===== config.mk =====
export PLATFORM = sky130hd
export DESIGN_NAME = counter_rr_scheduler
export DESIGN_NICKNAME = d
export VERILOG_FILES = /design/src/rtl/counter_rr_scheduler.sv
export SDC_FILE = /design/constraint.sdc
export NUM_CORES = 1
export LEC_CHECK = 0
export CORE_ASPECT_RATIO = 0.7
export CORE_MARGIN = 1.5
export CORE_UTILIZATION = 40
export DETAILED_ROUTE_END_ITERATION = 12
export DONT_BUFFER_PORTS = 1
export SLEW_MARGIN = 5
export SYNTH_ARGS = -nofsm -noshare
export SYNTH_HDL_FRONTEND = slang
export SYNTH_SLANG_ARGS = --single-unit

===== constraint.sdc =====
create_clock -name clk -period 2.4 [get_ports clk]
set_clock_uncertainty 0.1 [all_clocks]
set_input_delay 0.24 -clock clk [delete_from_list [all_inputs] [get_ports clk]]
set_output_delay 0.24 -clock clk [all_outputs]
set_load 0.02 [all_outputs]

===== src/rtl/counter_rr_scheduler.sv =====
// counter_rr_scheduler
// One prescaled up-counter shared by NUM_REQ requesters. An idle scheduler
// grants the first requester found scanning from a round-robin pointer. It
// latches that requester's target and counts 0..target, advancing one step
// per prescaled tick. When the target is reached it pulses done on the
// owner's bit. If the owner drops its request before then, it pulses abort.
//
// Ports:
//   clk       system clock
//   rst       asynchronous reset, active-high
//   req_i     level request per requester
//   target_i  per-requester target, slice i = target_i[i*CNT_W +: CNT_W]
//   grant_o   one-hot owner of the counter, 0 when idle
//   count_o   current shared counter value
//   done_o    one-cycle pulse on the owner's bit when its target is reached
//   abort_o   one-cycle pulse when the owner drops req before its target
//   busy_o    high while counting and in the done cycle
module counter_rr_scheduler #(
  parameter int unsigned NUM_REQ  = 4,
  parameter int unsigned CNT_W    = 4,
  parameter int unsigned TICK_DIV = 1500000,
  parameter int unsigned DIV_W    = 24
) (
  input  logic                     clk,
  input  logic                     rst,
  input  logic [NUM_REQ-1:0]       req_i,
  input  logic [NUM_REQ*CNT_W-1:0] target_i,
  output logic [NUM_REQ-1:0]       grant_o,
  output logic [CNT_W-1:0]         count_o,
  output logic [NUM_REQ-1:0]       done_o,
  output logic                     abort_o,
  output logic                     busy_o
);

  localparam int unsigned PtrW = (NUM_REQ > 1) ? $clog2(NUM_REQ) : 1;
  localparam logic [DIV_W-1:0] DivMax = DIV_W'(TICK_DIV - 1);

  typedef enum logic [1:0] {StIdle, StCount, StDone} state_e;

  state_e               state_q, state_d;
  logic [PtrW-1:0]      ptr_q, ptr_d;
  logic [DIV_W-1:0]     presc_q, presc_d;
  logic [CNT_W-1:0]     tgt_q, tgt_d;
  logic [NUM_REQ-1:0]   grant_q, grant_d;
  logic [CNT_W-1:0]     count_q, count_d;
  logic [NUM_REQ-1:0]   done_q, done_d;
  logic                 abort_q, abort_d;
  logic                 busy_q, busy_d;

  // Round-robin pick
  logic                 win_found;
  logic [PtrW-1:0]      win_idx;
  logic [PtrW-1:0]      cand;
  logic [PtrW-1:0]      ptr_next;
  logic [NUM_REQ-1:0]   grant_win;
  logic [CNT_W-1:0]     tgt_win;

  logic                 tick;
  logic                 req_owner;

  always_comb begin
    win_found = 1'b0;
    win_idx   = '0;
    cand      = '0;
    for (int unsigned i = 0; i < NUM_REQ; i++) begin
      cand = PtrW'((32'(ptr_q) + i) % NUM_REQ);
      if (!win_found && req_i[cand]) begin
        win_found = 1'b1;
        win_idx   = cand;
      end
    end
  end

  always_comb begin
    tgt_win = '0;
    for (int unsigned j = 0; j < NUM_REQ; j++) begin
      if (win_idx == PtrW'(j)) begin
        tgt_win = target_i[j*CNT_W +: CNT_W];
      end
    end
  end

  assign grant_win = NUM_REQ'(1) << win_idx;
  assign ptr_next  = (win_idx == PtrW'(NUM_REQ - 1)) ? '0 : win_idx + PtrW'(1);
  assign tick      = (presc_q == DivMax);
  // Only the owner's request matters once counting.
  assign req_owner = |(req_i & grant_q);

  always_comb begin
    state_d = state_q;
    ptr_d   = ptr_q;
    presc_d = presc_q;
    tgt_d   = tgt_q;
    grant_d = grant_q;
    count_d = count_q;
    done_d  = '0;
    abort_d = 1'b0;

    unique case (state_q)
      StIdle: begin
        if (win_found) begin
          state_d = StCount;
          grant_d = grant_win;
          tgt_d   = tgt_win;
          count_d = '0;
          presc_d = '0;
          ptr_d   = ptr_next;
        end
      end
      StCount: begin
        // Abort wins over a coincident tick.
        if (!req_owner) begin
          state_d = StIdle;
          grant_d = '0;
          count_d = '0;
          presc_d = '0;
          abort_d = 1'b1;
        end else begin
          presc_d = tick ? '0 : presc_q + DIV_W'(1);
          if (tick) begin
            if (count_q == tgt_q) begin
              state_d = StDone;
              done_d  = grant_q;
            end else begin
              count_d = count_q + CNT_W'(1);
            end
          end
        end
      end
      StDone: begin
        state_d = StIdle;
        grant_d = '0;
        count_d = '0;
        presc_d = '0;
      end
      default: begin
        state_d = StIdle;
        grant_d = '0;
        count_d = '0;
        presc_d = '0;
      end
    endcase

    busy_d = (state_d != StIdle);
  end

  always_ff @(posedge clk or posedge rst) begin
    if (rst) begin
      state_q <= StIdle;
      ptr_q   <= '0;
      presc_q <= '0;
      tgt_q   <= '0;
      grant_q <= '0;
      count_q <= '0;
      done_q  <= '0;
      abort_q <= 1'b0;
      busy_q  <= 1'b0;
    end else begin
      state_q <= state_d;
      ptr_q   <= ptr_d;
      presc_q <= presc_d;
      tgt_q   <= tgt_d;
      grant_q <= grant_d;
      count_q <= count_d;
      done_q  <= done_d;
      abort_q <= abort_d;
      busy_q  <= busy_d;
    end
  end

  assign grant_o = grant_q;
  assign count_o = count_q;
  assign done_o  = done_q;
  assign abort_o = abort_q;
  assign busy_o  = busy_q;

endmodule


## After elaboration in Yosys (flattened, before gate mapping)

Cells that the tools add are included.

- Input port bits: 22
- Register bits: 46
- RAM bits: 0
- Latch bits: 0
- Word-level logic and storage cells: 88
- Memories: 0
- Bits in read-only memories: 0

- Equal/unequal tests: 10
- Reductions and logical operators: 13
- Magnitude comparators: 4
- Multipliers: 0
- Add/sub/neg operators: 6
- Div/mod/pow operators: 0
- Shift-type cells: 1
- Bitwise operators: 1
- Muxes and demuxes: 44

Operator list:

| operator | count |
|---|---|
| $mux W24 | 3 |
| $mux W4 | 14 |
| $pmux W24 S2 | 1 |
| $add A24 B1 Y24 const B | 1 |
| $eq A24 B21 Y1 const B | 1 |
| $mux W2 | 9 |
| $pmux W4 S2 | 2 |
| $lt A2 B3 Y1 const B | 4 |
| $mux W1 | 10 |
| $bmux W1 S2 | 4 |
| $ne A3 B3 Y1 const B | 2 |
| $add A2 B1 Y2 const B | 2 |
| $add A2 B2 Y2 const B | 2 |
| $add A4 B1 Y4 const B | 1 |
| $and A4 B4 Y4 | 1 |
| $eq A2 B1 Y1 const B | 2 |
| $eq A2 B2 Y1 const B | 2 |
| $eq A4 B4 Y1 | 1 |
| $logic_not A2 Y1 | 2 |
| $ne A2 B2 Y1 const B | 2 |
| $pmux W2 S2 | 1 |
| $reduce_and A2 Y1 | 2 |
| $reduce_or A4 Y1 | 1 |
| $shl A1 B2 Y4 const A | 1 |
| other kinds (4) | 8 |

## Logic depth before layout (Yosys ltp)

- Word-level depth: 17
- Mapped depth: 10

## Least setup slack after synthesis

Ideal clock, no wire load.

- Path kind: reg-to-reg
- Start: reg presc_q[16]
- End: reg count_q[0] (netlist: count_o[0])
- Path slack: 0.394 ns
- Arrival time: 1.781 ns
- Path buffers: 0
- Cell stages (with the launch flop): 6
- Library setup time: 0.125 ns
- Period minus slack after synthesis: 2.006 ns
- Cell sequence: dfrtp_1 -> or4b_4 -> nor4_4 -> and3_4 -> o21ai_2 -> mux2_4

- Longest elaborated chain between the ends: 3

Ends and longest elaborated chain:

| what | RTL line | source |
|---|---|---|
| from (decl) | 42 | `logic [DIV_W-1:0] presc_q, presc_d;` |
| from (signal assigned) | 161 | `presc_q <= presc_d;` |
| $eq A24 B21 Y1 | 85 | `assign tick = (presc_q == DivMax);` |
| $ne A3 B3 Y1 (no source line) | n/a |  |
| $reduce_and A3 Y1 (no source line) | n/a |  |
| to (signal assigned) | 164 | `count_q <= count_d;` |
| to (decl) | 45 | `logic [CNT_W-1:0] count_q, count_d;` |

Every way passes these cells.
A chain may end at the register's enable or synchronous reset.

## Final worst setup path

- Start: reg ptr_q[1]
- End: reg tgt_q[2]

- Longest elaborated chain between the ends: 17
- Elaborated cells between the ends (all ways): 34

Ends and longest elaborated chain:

| what | RTL line | source |
|---|---|---|
| from (decl) | 41 | `logic [PtrW-1:0] ptr_q, ptr_d;` |
| from (signal assigned) | 160 | `ptr_q <= ptr_d;` |
| parallel branches: the longest is 17 deep, another holds $add A2 B1 Y2 | n/a |  |
| to (signal assigned) | 162 | `tgt_q <= tgt_d;` |
| to (decl) | 43 | `logic [CNT_W-1:0] tgt_q, tgt_d;` |

Several ways; the timed one is not identified. The select of a mux whose other input is x is not followed.

==> run metrics <==
outcome finished, final reports clean; # setup viols final 0; initial antenna violation count 0; combinational cell fraction of total power 0.318; final setup margin approximately 230 ps; Primary FF master, synth dfrtp_1; Yosys warning count 0; Post-CTS Setup Bufs 0; critical path class flop to flop; most numerous cell in the Yosys netlist dfrtp_1; CP Capture Type flop; Flop pwr share 0.448; CTS tree yes; Congestion Overflow GR 0; Synth-to-Final Area Change 9.49%; metal2 WL 1.90 mm; die width 96.6 µm; Synth cell types 45; Max Root-Sink Buffers 2; met3 wire len 213 µm; Net Count, Synth 278; Static Leakage 0.00117 µW; RR Endpoint tgt_q[2]; Detail Placement HPWL roughly 3.8 mm; Max Cap Violations 0; Nets ~290; Post-synth EDFFs 0; Final Cycle Share 0.905; Max VDD drop around 0.4 mV; post_cts resized 0; number of global-route vias before repair 1700; largest net degree at the start of global routing 47; fin cells roughly 330; row cnt 23; vias 1791; Yosys reg bits 46; Critical Path Start ptr_q[1]; Final Hold Fails 0; worst hold slack ~75 ps; WL per Instance around 15 µm; Setup TNS Final 0 ps; Psw approximately 850 µW; M1 WL 3.00 mm; GP Congestion 0.839; largest area contributor in the netlist dfrtp_1; # diodes 0; Register Area around 0.0012 mm²; first-pass GRT wire length 8.96 mm; ratio of routed vias to standard cells around 5.4; Multi-input gate area around 0.0012 mm²; Detailed Route WL between 5 and 6 mm; Sink Count 46; Worst R2R Setup Slack between 200 and 250 ps; io pins 36; sequential element share of the synthesized area 0.469; Reg2Reg Depth 10; fraction of layout cells with a size suffix above 1 0.108; DRT antenna net count 0; worst rel slew slack 0.313; Initial DRC Count 69; PwrDens a little under 900 mW/mm²; ys async rst share 1.00; Hold Crit Class input port to flop; Die Area between 0.006 and 0.007 mm²; Yosys top cell area share 0.469; worst skew pair latency about 300 ps; top sig layer met4; drt first pass iters 4; Inserted Clock Buffers 5; Worst Path Required 2540 ps; count of pins over their slew limit 0; Slew @ Worst Pin 1020 ps; reg2reg start ptr_q[1]; Die Y slightly below 70 µm; GRT Resource Usage Total 0.182; unrepaired setup endpoints after global routing no; most area-consuming cells after synthesis dfrtp_1, xor2_1, nor2_1; root buf cell clkbuf_8; FILL cells 550; crit-path max FO 9; CP Launch Type flop; Avg Cell Area, Syn around 9.8 µm²; post-synthesis instance total 250; Placed Cells incl. Taps ~330; Critical Path AT roughly 2300 ps; mapped cell area approximately 0.0025 mm²; switching share of power 0.364; H-tree depth 2; port bufs 0; core area approximately 0.0058 mm²; Max Clk Rate about 0.46 GHz; crit path capture tgt_q[2]; Initial Utilization 0.422; Worst-path clk slew 80 ps; Clk pwr share 0.234; most common library cells after synthesis dfrtp_1, nor2_1, nand2_1; post-layout min period about 2200 ps; drc violations 0; Cell Int Power 1480 µW; Post-CTS Hold Fix Bufs 1; dpl ws between 200 and 300 ps
-- logic make-up after synthesis --
kind of cell / share of synthesized area
AND/OR/NAND/NOR: 0.246
AO/OA/AOI/OAI: 0.122
flip-flops: 0.469
XOR/XNOR: 0.0893
buffers and inverters: 0.0235
adder cells (fa/ha/maj): 0.0306
multiplexers: 0.0189
-- flip-flops by register name, summed over array words and instances (netlist names) --
| name | cells |
|---|---|
| busy_o | 1 |
| presc_q | 24 |
| ptr_q | 2 |
| abort_o | 1 |
| grant_o | 4 |
| tgt_q | 4 |
| state_q | 2 |
| done_o | 4 |
| count_o | 4 |
-- area by class of cell --
cell class	instances	area share
inverters	5	0.00699
multi-input cells	193	0.463
flip-flops and latches	46	0.429
repair buffers	7	0.0252
clock buffers	8	0.0410
well taps	75	0.0349
-- how the worst min path moves through the flow --
stage	slack [ps]	from	depth (start not counted)	endpoint
floorplan	350	req_i[1]	3	abort_o
detailed placement	290	rst	1	abort_o
global placement	290	rst	1	abort_o
CTS	70	req_i[3]	3	abort_o
global route	70	req_i[1]	3	abort_o
finish	80	req_i[1]	3	abort_o
-- routing by layer --
metal | up-vias | track usage
met5 | - | 0
met4 | 0 | 0.0489
met1 | 859 | 0.303
li1 | 900 | -
met3 | 4 | 0.0450
met2 | 28 | 0.222
-- power by group through the flow --
stage          Clock, µW  Sequential (µW)  Combinational [µW]
2_1_floorplan          0             1040                 576
3_3_place_gp           0             1060                 737
3_5_place_dp           0             1060                 741
4_1_cts              559             1040                 747
5_1_grt              605             1060                 845
6_report             546             1050                 742
-- critical path, stage by stage (launching register included) --
cell and delay (ps):
dfrtp_1 450, nand2b_1 170, a21oi_1 140, nor3_1 60, buf_4 140, ha_1 280, nand3b_1 190, a21oi_1 170
a21oi_1 60, o21ai_0 210, o21a_1 150
-- per-stage QoR --
| stage | cell area (µm²) | total power (µW) | util |
|---|---|---|---|
| 2_1_floorplan | 2450 | 1620 | - |
| 3_3_place_gp | 2560 | 1790 | 0.441 |
| 3_5_place_dp | 2560 | 1800 | 0.441 |
| 4_1_cts | 2690 | 2350 | 0.462 |
| 5_1_grt | 2690 | 2510 | 0.462 |
| 6_report | 2690 | 2330 | 0.462 |
-- layout by cell type, fill, tap and decap left out, types with 5 or more instances in the layout --
cell      synthesis  routed
o21ai_0           8       8
xor2_1           20      20
nand3_1           7       7
xnor2_1           5       5
nor2_1           30      30
dfrtp_1          46      46
ha_1              6       6
o21a_1            5       5
a22o_1            6       6
clkbuf_8          0       8
nand4_1          13      13
nand2_1          25      25
a21oi_1          21      21
buf_4             0       5
and2_1            7       7
Power figures use the tool's default switching activity.
